[src/rtl/cdb_pkg.sv]
// Shared definitions for the Common Data Bus arbiter: unit indices,
// default widths, the registered CDB word and a one-hot encode helper.
package cdb_pkg;

    localparam int NUM_FU     = 4;
    localparam int CDB_DATA_W = 32;
    localparam int CDB_TAG_W  = 6;

    localparam logic [1:0] FU_ALU = 2'd0;
    localparam logic [1:0] FU_MUL = 2'd1;
    localparam logic [1:0] FU_DIV = 2'd2;
    localparam logic [1:0] FU_LSU = 2'd3;

    typedef struct packed {
        logic                  valid;
        logic [CDB_TAG_W-1:0]  tag;
        logic [CDB_DATA_W-1:0] data;
        logic [1:0]            src;
    } cdb_word_t;

    // A zero vector encodes to 0; callers qualify the index with the grant itself.
    function automatic logic [1:0] onehot4_to_idx(input logic [3:0] oh);
        logic [1:0] idx;
        case (oh)
            4'b0001: idx = 2'd0;
            4'b0010: idx = 2'd1;
            4'b0100: idx = 2'd2;
            4'b1000: idx = 2'd3;
            default: idx = 2'd0;
        endcase
        return idx;
    endfunction

endpackage

[src/rtl/mux4_1.sv]
// Generic 4:1 multiplexer used for the CDB data and tag paths.
module mux4_1 #(
    parameter int WIDTH = 8
) (
    input  logic [WIDTH-1:0] d0,
    input  logic [WIDTH-1:0] d1,
    input  logic [WIDTH-1:0] d2,
    input  logic [WIDTH-1:0] d3,
    input  logic [1:0]       sel,
    output logic [WIDTH-1:0] y
);

    // Select one of four inputs.
    always_comb begin
        case (sel)
            2'd0:    y = d0;
            2'd1:    y = d1;
            2'd2:    y = d2;
            2'd3:    y = d3;
            default: y = '0;
        endcase
    end

endmodule

[src/rtl/rr_pick4.sv]
// Combinational 4-way round-robin picker: first set request at or after ptr,
// wrapping modulo 4, returned both one-hot and encoded.
module rr_pick4
    import cdb_pkg::*;
(
    input  logic [3:0] req,
    input  logic [1:0] ptr,
    output logic [3:0] gnt,
    output logic [1:0] idx
);

    logic [1:0] cand_s;
    logic       found_s;

    // Rotating priority search starting at ptr.
    always_comb begin
        gnt     = 4'b0000;
        found_s = 1'b0;
        cand_s  = ptr;
        for (int k = 0; k < 4; k++) begin
            cand_s = ptr + k[1:0];
            if (!found_s && req[cand_s]) begin
                gnt[cand_s] = 1'b1;
                found_s     = 1'b1;
            end else begin
                found_s = found_s;
            end
        end
    end

    assign idx = onehot4_to_idx(gnt);

endmodule

[src/rtl/cdb_arbiter.sv]
// Round-robin arbiter for the single Common Data Bus: picks one functional-unit
// result per cycle and registers it onto the bus, honouring backpressure and flush.
module cdb_arbiter
    import cdb_pkg::*;
#(
    parameter int DATA_W = CDB_DATA_W,
    parameter int TAG_W  = CDB_TAG_W
) (
    input  logic              clk,
    input  logic              rst_n,
    input  logic [3:0]        req_valid_i,
    input  logic [DATA_W-1:0] req_data0_i,
    input  logic [DATA_W-1:0] req_data1_i,
    input  logic [DATA_W-1:0] req_data2_i,
    input  logic [DATA_W-1:0] req_data3_i,
    input  logic [TAG_W-1:0]  req_tag0_i,
    input  logic [TAG_W-1:0]  req_tag1_i,
    input  logic [TAG_W-1:0]  req_tag2_i,
    input  logic [TAG_W-1:0]  req_tag3_i,
    output logic [3:0]        grant_o,
    input  logic              cdb_ready_i,
    input  logic              flush_i,
    output logic              cdb_valid_o,
    output logic [DATA_W-1:0] cdb_data_o,
    output logic [TAG_W-1:0]  cdb_tag_o,
    output logic [1:0]        cdb_src_o
);

    cdb_word_t         cdb_r;
    logic [1:0]        ptr_r;
    logic [3:0]        pick_gnt_s;
    logic [1:0]        sel_s;
    logic              can_load_s;
    logic              grant_en_s;
    logic [3:0]        grant_s;
    logic              grant_any_s;
    logic [DATA_W-1:0] data_mux_s;
    logic [TAG_W-1:0]  tag_mux_s;

    // The output register may take a new word when empty or draining this cycle.
    assign can_load_s  = !cdb_r.valid || cdb_ready_i;
    assign grant_en_s  = !flush_i && can_load_s;
    assign grant_s     = grant_en_s ? pick_gnt_s : 4'b0000;
    assign grant_any_s = |grant_s;

    // Reset gating lives only on the port so rst_n never feeds a flop's data path.
    assign grant_o = rst_n ? grant_s : 4'b0000;

    rr_pick4 u_pick (
        .req (req_valid_i),
        .ptr (ptr_r),
        .gnt (pick_gnt_s),
        .idx (sel_s)
    );

    mux4_1 #(.WIDTH(DATA_W)) u_data_mux (
        .d0  (req_data0_i),
        .d1  (req_data1_i),
        .d2  (req_data2_i),
        .d3  (req_data3_i),
        .sel (sel_s),
        .y   (data_mux_s)
    );

    mux4_1 #(.WIDTH(TAG_W)) u_tag_mux (
        .d0  (req_tag0_i),
        .d1  (req_tag1_i),
        .d2  (req_tag2_i),
        .d3  (req_tag3_i),
        .sel (sel_s),
        .y   (tag_mux_s)
    );

    // CDB word and priority pointer; flush wins, then grant, then drain, else stall.
    always_ff @(posedge clk or negedge rst_n) begin
        if (!rst_n) begin
            cdb_r <= '0;
            ptr_r <= 2'd0;
        end else if (flush_i) begin
            cdb_r.valid <= 1'b0;
        end else if (grant_any_s) begin
            cdb_r.valid <= 1'b1;
            cdb_r.data  <= data_mux_s;
            cdb_r.tag   <= tag_mux_s;
            cdb_r.src   <= sel_s;
            ptr_r       <= sel_s + 2'd1;
        end else if (can_load_s) begin
            cdb_r.valid <= 1'b0;
        end else begin
            cdb_r <= cdb_r;
            ptr_r <= ptr_r;
        end
    end

    assign cdb_valid_o = cdb_r.valid;
    assign cdb_data_o  = cdb_r.data;
    assign cdb_tag_o   = cdb_r.tag;
    assign cdb_src_o   = cdb_r.src;

endmodule

[config.mk]
export PLATFORM = sky130hd
export DESIGN_NAME = cdb_arbiter
export DESIGN_NICKNAME = d
export VERILOG_FILES = /design/src/rtl/cdb_pkg.sv /design/src/rtl/mux4_1.sv /design/src/rtl/rr_pick4.sv /design/src/rtl/cdb_arbiter.sv
export SDC_FILE = /design/constraint.sdc
export NUM_CORES = 1
export LEC_CHECK = 0
export CAP_MARGIN = 30
export CORE_MARGIN = 2
export CORE_UTILIZATION = 36
export DETAILED_ROUTE_END_ITERATION = 6
export PLACE_DENSITY = 0.82
export SETUP_SLACK_MARGIN = 0.02
export SYNTH_ARGS = -nofsm -noshare
export SYNTH_HDL_FRONTEND = slang
export SYNTH_SLANG_ARGS = --single-unit
[constraint.sdc]
create_clock -name clk -period 5.1 [get_ports clk]
set_input_delay 0.765 -clock clk [delete_from_list [all_inputs] [get_ports clk]]
set_output_delay 0.765 -clock clk [all_outputs]
set_load 0.005 [all_outputs]
== After elaboration in Yosys (flattened, before gate mapping) ==
Index checks and enable logic that the tools add are counted.
Word-level totals
  register bits: 43
  output and inout bits: 45
Cells by class
  add/subtract/negate cells: 4
  $lt $le $gt $ge: 8
  muxes and demuxes: 31
  reductions and logical operators: 18
  bitwise gates (word level): 4
  eq/ne operators: 6
Operators with widths (number)
  case mux 32 bit (4 select lines): 1
  2-to-1 mux 41 bit: 1
  2-to-1 mux 4 bit: 6
  case mux 6 bit (4 select lines): 1
  2-to-1 mux 1 bit: 13
  < comparator 2 x 3 -> 1 bit, second input constant: 4
  bitwise OR 4 bit: 3
  binary-select mux 1 bit (select 2 bit): 4
  demux 1 bit (select 2 bit): 4
  >= comparator 2 x 1 -> 1 bit, second input constant: 4
  logical AND 1 bit: 8
  case mux 2 bit (3 select lines): 1
  zero test 1 bit: 5
  adder 2 x 1 -> 2 bit, second input constant: 2
  adder 2 bit, second input constant: 2
  equality test 2 bit, second input constant: 2
  equality test 4 x 2 -> 1 bit, second input constant: 1
  equality test 4 x 3 -> 1 bit, second input constant: 1
  equality test 4 bit, second input constant: 1
  OR reduction 4 bit: 1
  nonzero test 3 bit: 1
  equality test 2 x 1 -> 1 bit, second input constant: 1
  zero test 2 bit: 1
  AND reduction 2 bit: 1
  2 further kinds: 2

== Longest topological paths before layout ==
  depth in word-level cells: 18
  mapped depth: 15
  depth with buffers taken out: 12

== By module ==
Synthesis repeated with hierarchy kept, for this count alone.
Unflattened totals
  cell total of the unflattened synthesis: 190
  area, all modules: 3193.1 um^2
Modules (own cells, without submodules)
  cdb_arbiter: area each 1845.5 um^2, cells each 101, times used 1
  mux4_1 at u_data_mux: area each 814.5 um^2, cells each 39, times used 1
  rr_pick4: area each 386.6 um^2, cells each 43, times used 1
  mux4_1 at u_tag_mux: area each 146.4 um^2, cells each 7, times used 1

== Worst setup path after synthesis ==
No wires, ideal clock.
  path type: reg2reg
  from: reg ptr_r[0]
  to: reg cdb_r, in the netlist cdb_data_o[22]
  stages on the path, launching flop included: 15
  buffers on the path: 3
  period minus slack after synthesis: 3.881 ns
  data required time: 4.975 ns
  setup time: 0.125 ns
  slack: 1.219 ns
  arrival time: 3.756 ns
  cells stage by stage: dfrtp_1 buf_6 inv_1 ha_1 mux4_2 nor3b_1 a211oi_2 and2b_1 or3_1 ha_1 clkbuf_1 clkbuf_1 a222oi_1 o21ai_0 mux2_4
Between the ends
  cells in the longest elaborated chain, start to end: 16
  elaborated cells on any way between the ends: 59
  those cells by class: add/sub: 3; order compare: 8; eq/ne: 6; mux: 26; bitwise: 3; reduce/logical: 13
Ends and longest elaborated chain
  from (decl): RTL line cdb_arbiter.sv:30  | logic [1:0] ptr_r;
  from (signal assigned): RTL line cdb_arbiter.sv:86  | ptr_r <= sel_s + 2'd1;
  from (signal assigned): RTL line cdb_arbiter.sv:91  | ptr_r <= ptr_r;
  branches (longest 11 deep; another with < comparator 2 x 3 -> 1 bit)
  2-to-1 mux 4 bit *: RTL line rr_pick4.sv:22  | if (!found_s && req[cand_s]) begin
  equality test 4 bit, or another cell as far along: RTL line cdb_pkg.sv:24  | case (oh)
  case mux 2 bit (3 select lines): RTL line cdb_pkg.sv:24
  equality test 2 bit, or another cell as far along: RTL line mux4_1.sv:15  | case (sel)
  case mux 32 bit (4 select lines): RTL line mux4_1.sv:15
  to (signal assigned): RTL line cdb_arbiter.sv:90  | cdb_r <= cdb_r;
  to (decl): RTL line cdb_arbiter.sv:29  | cdb_word_t cdb_r;
Mark *: on every way between the ends. The select of a mux whose other input is x is not followed.
A chain may end at the register's enable or synchronous reset.

== Worst setup path in the final report ==
  from: reg ptr_r[0]
  to: reg cdb_r, in the netlist cdb_data_o[25]
Between the ends
  cells in the longest elaborated chain, start to end: 16
  elaborated cells on any way between the ends: 59
  those cells by class: add/sub: 3; order compare: 8; eq/ne: 6; mux: 26; bitwise: 3; reduce/logical: 13
Ends and longest elaborated chain
  branches (longest 11 deep; another with < comparator 2 x 3 -> 1 bit)
  2-to-1 mux 4 bit *: RTL line rr_pick4.sv:22
  equality test 4 bit, or another cell as far along: RTL line cdb_pkg.sv:24
  case mux 2 bit (3 select lines) *: RTL line cdb_pkg.sv:24
  named net sel_s[1]: RTL line cdb_arbiter.sv:32  | logic [1:0] sel_s;
  equality test 2 bit, or another cell as far along: RTL line mux4_1.sv:15
  case mux 32 bit (4 select lines) *: RTL line mux4_1.sv:15
Mark *: on every way through the listed nets, which the timed path passes. The select of a mux whose other input is x is not followed.

==> impl_summary.txt <==
----------------------------------------------------
[Floorplan]
  Core Box Area ... 0.008175 mm²
  Initial standard-cell utilization of the core ... 36.81%
  Die width ... 95.43 µm
  Site Rows ... 33
  I/O pin cnt ... 205
  Die outline area ... 0.009106 mm²
  Die Y-Extent ... 95.43 µm

[Clock tree]
  Setup fix buffers added after clock tree synthesis ... 0
  Number of H-tree levels ... 2
  Hold buffers post-CTS ... 0
  Resized cells post-CTS ... 0
  Clock latency reported for the late side of the worst-skew pair ... 0.29 ns
  TritonCTS Sinks ... 43
  TritonCTS clock tree ... yes
  Root Driver ... clkbuf_8
  Buffer depth of the longest clock path ... 2
  Clock-pin slew on the worst setup and hold paths ... 0.09 ns
  TritonCTS Buffers ... 5

[Cells and area]
  Share of final-layout standard cells stronger than drive strength 1 ... 13.03%
  Synthesis-to-finish area growth ... 75.01%
  Filler cell count in the final layout ... 660
  Non-filler cells in the finished layout ... 596
  Ant. Diodes ... 0
  Number of nets in the layout ... 660

[GRT]
  Residual overflow from global routing ... 0
  Pin count of the biggest net entering global routing ... 43
  Vias in the first global route ... 3291
  GRT Overall Usage ... 22.84%
  Global-route wire length before repair ... 16.10 mm
  Number of antenna violations at the first check in global routing ... 0

[Critical path]
  Endpoint type of the worst setup path ... flip-flop
  Crit start category ... flip-flop
  Source of the worst register-to-register timing path ... ptr_r[0]$_DFFE_PN0P_
  Launching element of the worst setup path ... ptr_r[0]$_DFFE_PN0P_
  Crit path DAT ... 4.64 ns
  Ordered list of cells on the worst path ... inv_1 -> ha_1 -> mux4_2 -> nor3b_1 -> a211oi_2 -> a21boi_0 -> nor3_1 -> ha_1 -> buf_12 -> a222oi_1 -> o21ai_0 -> mux2_4
  Critical path class ... flip-flop to flip-flop
  Required time of the critical path ... 5.28 ns
  Cell repeated most along the worst path ... ha_1
  Worst stage delay on the critical path ... 0.68 ns
  Reg2Reg Capture Point ... cdb_data_o[25]$_DFFE_PN0P_
  Master of the slowest instance on the critical path ... dfrtp_1
  Worst Path Buf+Inv ... 2
  Worst Reg2Reg Path Length in Cells ... 12
  Depth of the critical timing path with buffers and inverters included ... 12
  Kind of cell adding the most delay to the critical path ... compound AO/OA/AOI/OAI gates
  Worst-path fanout max ... 24
  Setup slack of the most critical reg-to-reg path ... 0.63 ns

[Drt]
  Vias per std cell ... 5.661
  Detail-routed net length per standard cell ... 19.00 µm
  Routed wire length ... 11.32 mm
  Post-route DRC violation count ... 0
  Antenna Violating Nets Remaining ... 0
  Vias after detailed routing ... 3374
  Initial drt markers ... 242
  Number of optimization iterations in the first detailed-route pass ... 7

[Synthesis]
  Flip-flop and latch count after synthesis ... 43
  Post-synthesis cell count ... 298
  Most frequent cell after synthesis ... dfrtp_1
  Most used flip-flop cell after synthesis ... dfrtp_1
  Top cells by area in the synthesized netlist ... dfrtp_1 (36%), a222oi_1 (13%), mux2_2 (11%)
  Post-synthesis sequential area ratio ... 35.76%
  Top cell types by occurrence after synthesis ... dfrtp_1 (43), nand2_1 (41), o21ai_0 (41)
  Average size of a mapped cell ... 10.10 µm²
  Count of flip-flops with a built-in enable after synthesis ... 0
  Synth area leader ... dfrtp_1
  Synthesized cell area ... 0.003009 mm²
  Portion of synthesized cell area occupied by the leading cell type ... 35.76%
  Warning count from the yosys run ... 0
  Number of different library cells in the post-synthesis netlist ... 43
  Synthesized Nets ... 468
  Async S/R FF share, synth ... 100.0%

[STA]
  RSZ-0062 raised after global routing ... false
  Number of hold violations in the final report ... 0
  Hold_ws ... 0.3083 ns
  Final count of pins violating max slew ... 0
  Clock tree skew after final layout ... 0.01110 ns
  Min Tclk post-route ... 4.465 ns
  Post-route clock period utilization ... 87.56%
  Normalized max-slew margin ... 54.00%
  Total Negative Setup Slacks ... 0 ns
  Worst slew pin tran ... 0.6874 ns
  Peak clock frequency supported by timing ... 223.9 MHz
  Endpoints failing setup ... 0

[Placement]
  Final RePlAce weighted congestion ... 0.8823
  Number of I/O port buffers ... 204
  DP HPWL ... 8.681 mm
  Placed instance count ... 588

[Pwr]
  Power after layout ... 4.396 mW
  Power density relative to cell area ... 834.7 mW/mm²
  Static leakage ... 2.137 nW
  Maximum resistive drop on vdd ... 633.3 µV

[Hold path]
  Worst hold-check path type ... input port to asynchronous set/reset pin

[Status]
  Outcome ... finished, final reports clean

[Run]
  Max-cap violation count ... 0

----------------------------------------------------
[report_power, final]
group	internal (mW)	switching (mW)
Clock	0.123	0.123
Sequential	0.528	0.108
Combinational	1.71	1.80
[cells by family after synthesis]
kind of cell    synth area share, %
fa+ha+maj                     4.158
simple gates                  10.64
mux                           19.33
flops                         35.76
buf+inv                       4.865
xor+xnor                     0.2911
compound gates                24.95
[through the flow]
stage          utilization, %  instance area [µm²]  setup slack [ns]
6_report                64.42                 5266            0.6346
5_1_grt                 64.42                 5266            0.3461
4_1_cts                 64.42                 5266            0.6696
3_5_place_dp            63.15                 5162            0.5657
3_3_place_gp            63.15                 5162            0.6443
2_1_floorplan               -                 3009             1.219
[layout make-up]
cell class                 instances  area, µm²  area share (%)
clock buffer                       7      96.34           1.829
clock inverter                     1      7.507          0.1426
tap                              105      131.4           2.495
sequential                        43       1076           20.43
inverter                           5      18.77          0.3564
timing repair buffer             211       2140           40.63
multi-input combinational        224       1797           34.12
[registers in the layout, summed over array words and instances (netlist names)]
| register | flops |
|---|---|
| cdb_data_o | 32 |
| cdb_src_o | 2 |
| cdb_tag_o | 6 |
| cdb_valid_o | 1 |
| ptr_r | 2 |
[worst register-to-register path, delay by kind of cell (launching register included)]
kind                     cells  cell delay (ns)
AO/OA/AOI/OAI                4             1.24
multiplexers                 2             0.90
adder cells (fa/ha/maj)      2             0.83
flip-flops                   1             0.68
buffers and inverters        2             0.40
AND/OR/NAND/NOR              2             0.32
[per-layer routing]
metal | track usage, % | routed length [µm] | vias to the layer above
li1 | - | - | 1554
met1 | 26.36 | 4273 | 1622
met2 | 42.61 | 5853 | 182
met4 | 5.952 | 225 | 0
met3 | 4.901 | 971 | 16
met5 | 0 | 0 | -
[how the worst max path moves through the flow]
| stage | endpoint | slack (ns) |
|---|---|---|
| finish | cdb_data_o[25]$_DFFE_PN0P_ | 0.63 |
| global route | cdb_data_o[25]$_DFFE_PN0P_ | 0.35 |
| CTS | cdb_data_o[25]$_DFFE_PN0P_ | 0.67 |
| detailed placement | cdb_data_o[25]$_DFFE_PN0P_ | 0.57 |
| global placement | cdb_data_o[25]$_DFFE_PN0P_ | 0.64 |
| floorplan | cdb_data_o[22]$_DFFE_PN0P_ | 1.22 |
[cell usage in the layout, fill, tap and decap left out, types with 2 or more instances in the layout]
cell type | synthesis | routed
mux2i_1 | 3 | 3
dfrtp_1 | 43 | 43
nor2_1 | 8 | 8
clkbuf_8 | 0 | 7
mux2_2 | 29 | 29
inv_1 | 5 | 5
mux2_4 | 9 | 9
nand3b_1 | 2 | 2
and2b_1 | 2 | 2
nand2_1 | 41 | 41
and2_1 | 2 | 2
a22oi_1 | 2 | 2
mux4_2 | 4 | 4
buf_12 | 0 | 4
nand2b_1 | 3 | 3
buf_4 | 0 | 3
a211oi_2 | 2 | 2
a21oi_1 | 5 | 5
clkdlybuf4s50_1 | 0 | 203
ha_1 | 10 | 9
a222oi_1 | 38 | 38
nor2b_1 | 3 | 3
o21ai_0 | 41 | 41
and3_1 | 2 | 2
No activity file was read; power rests on OpenSTA's default activity.
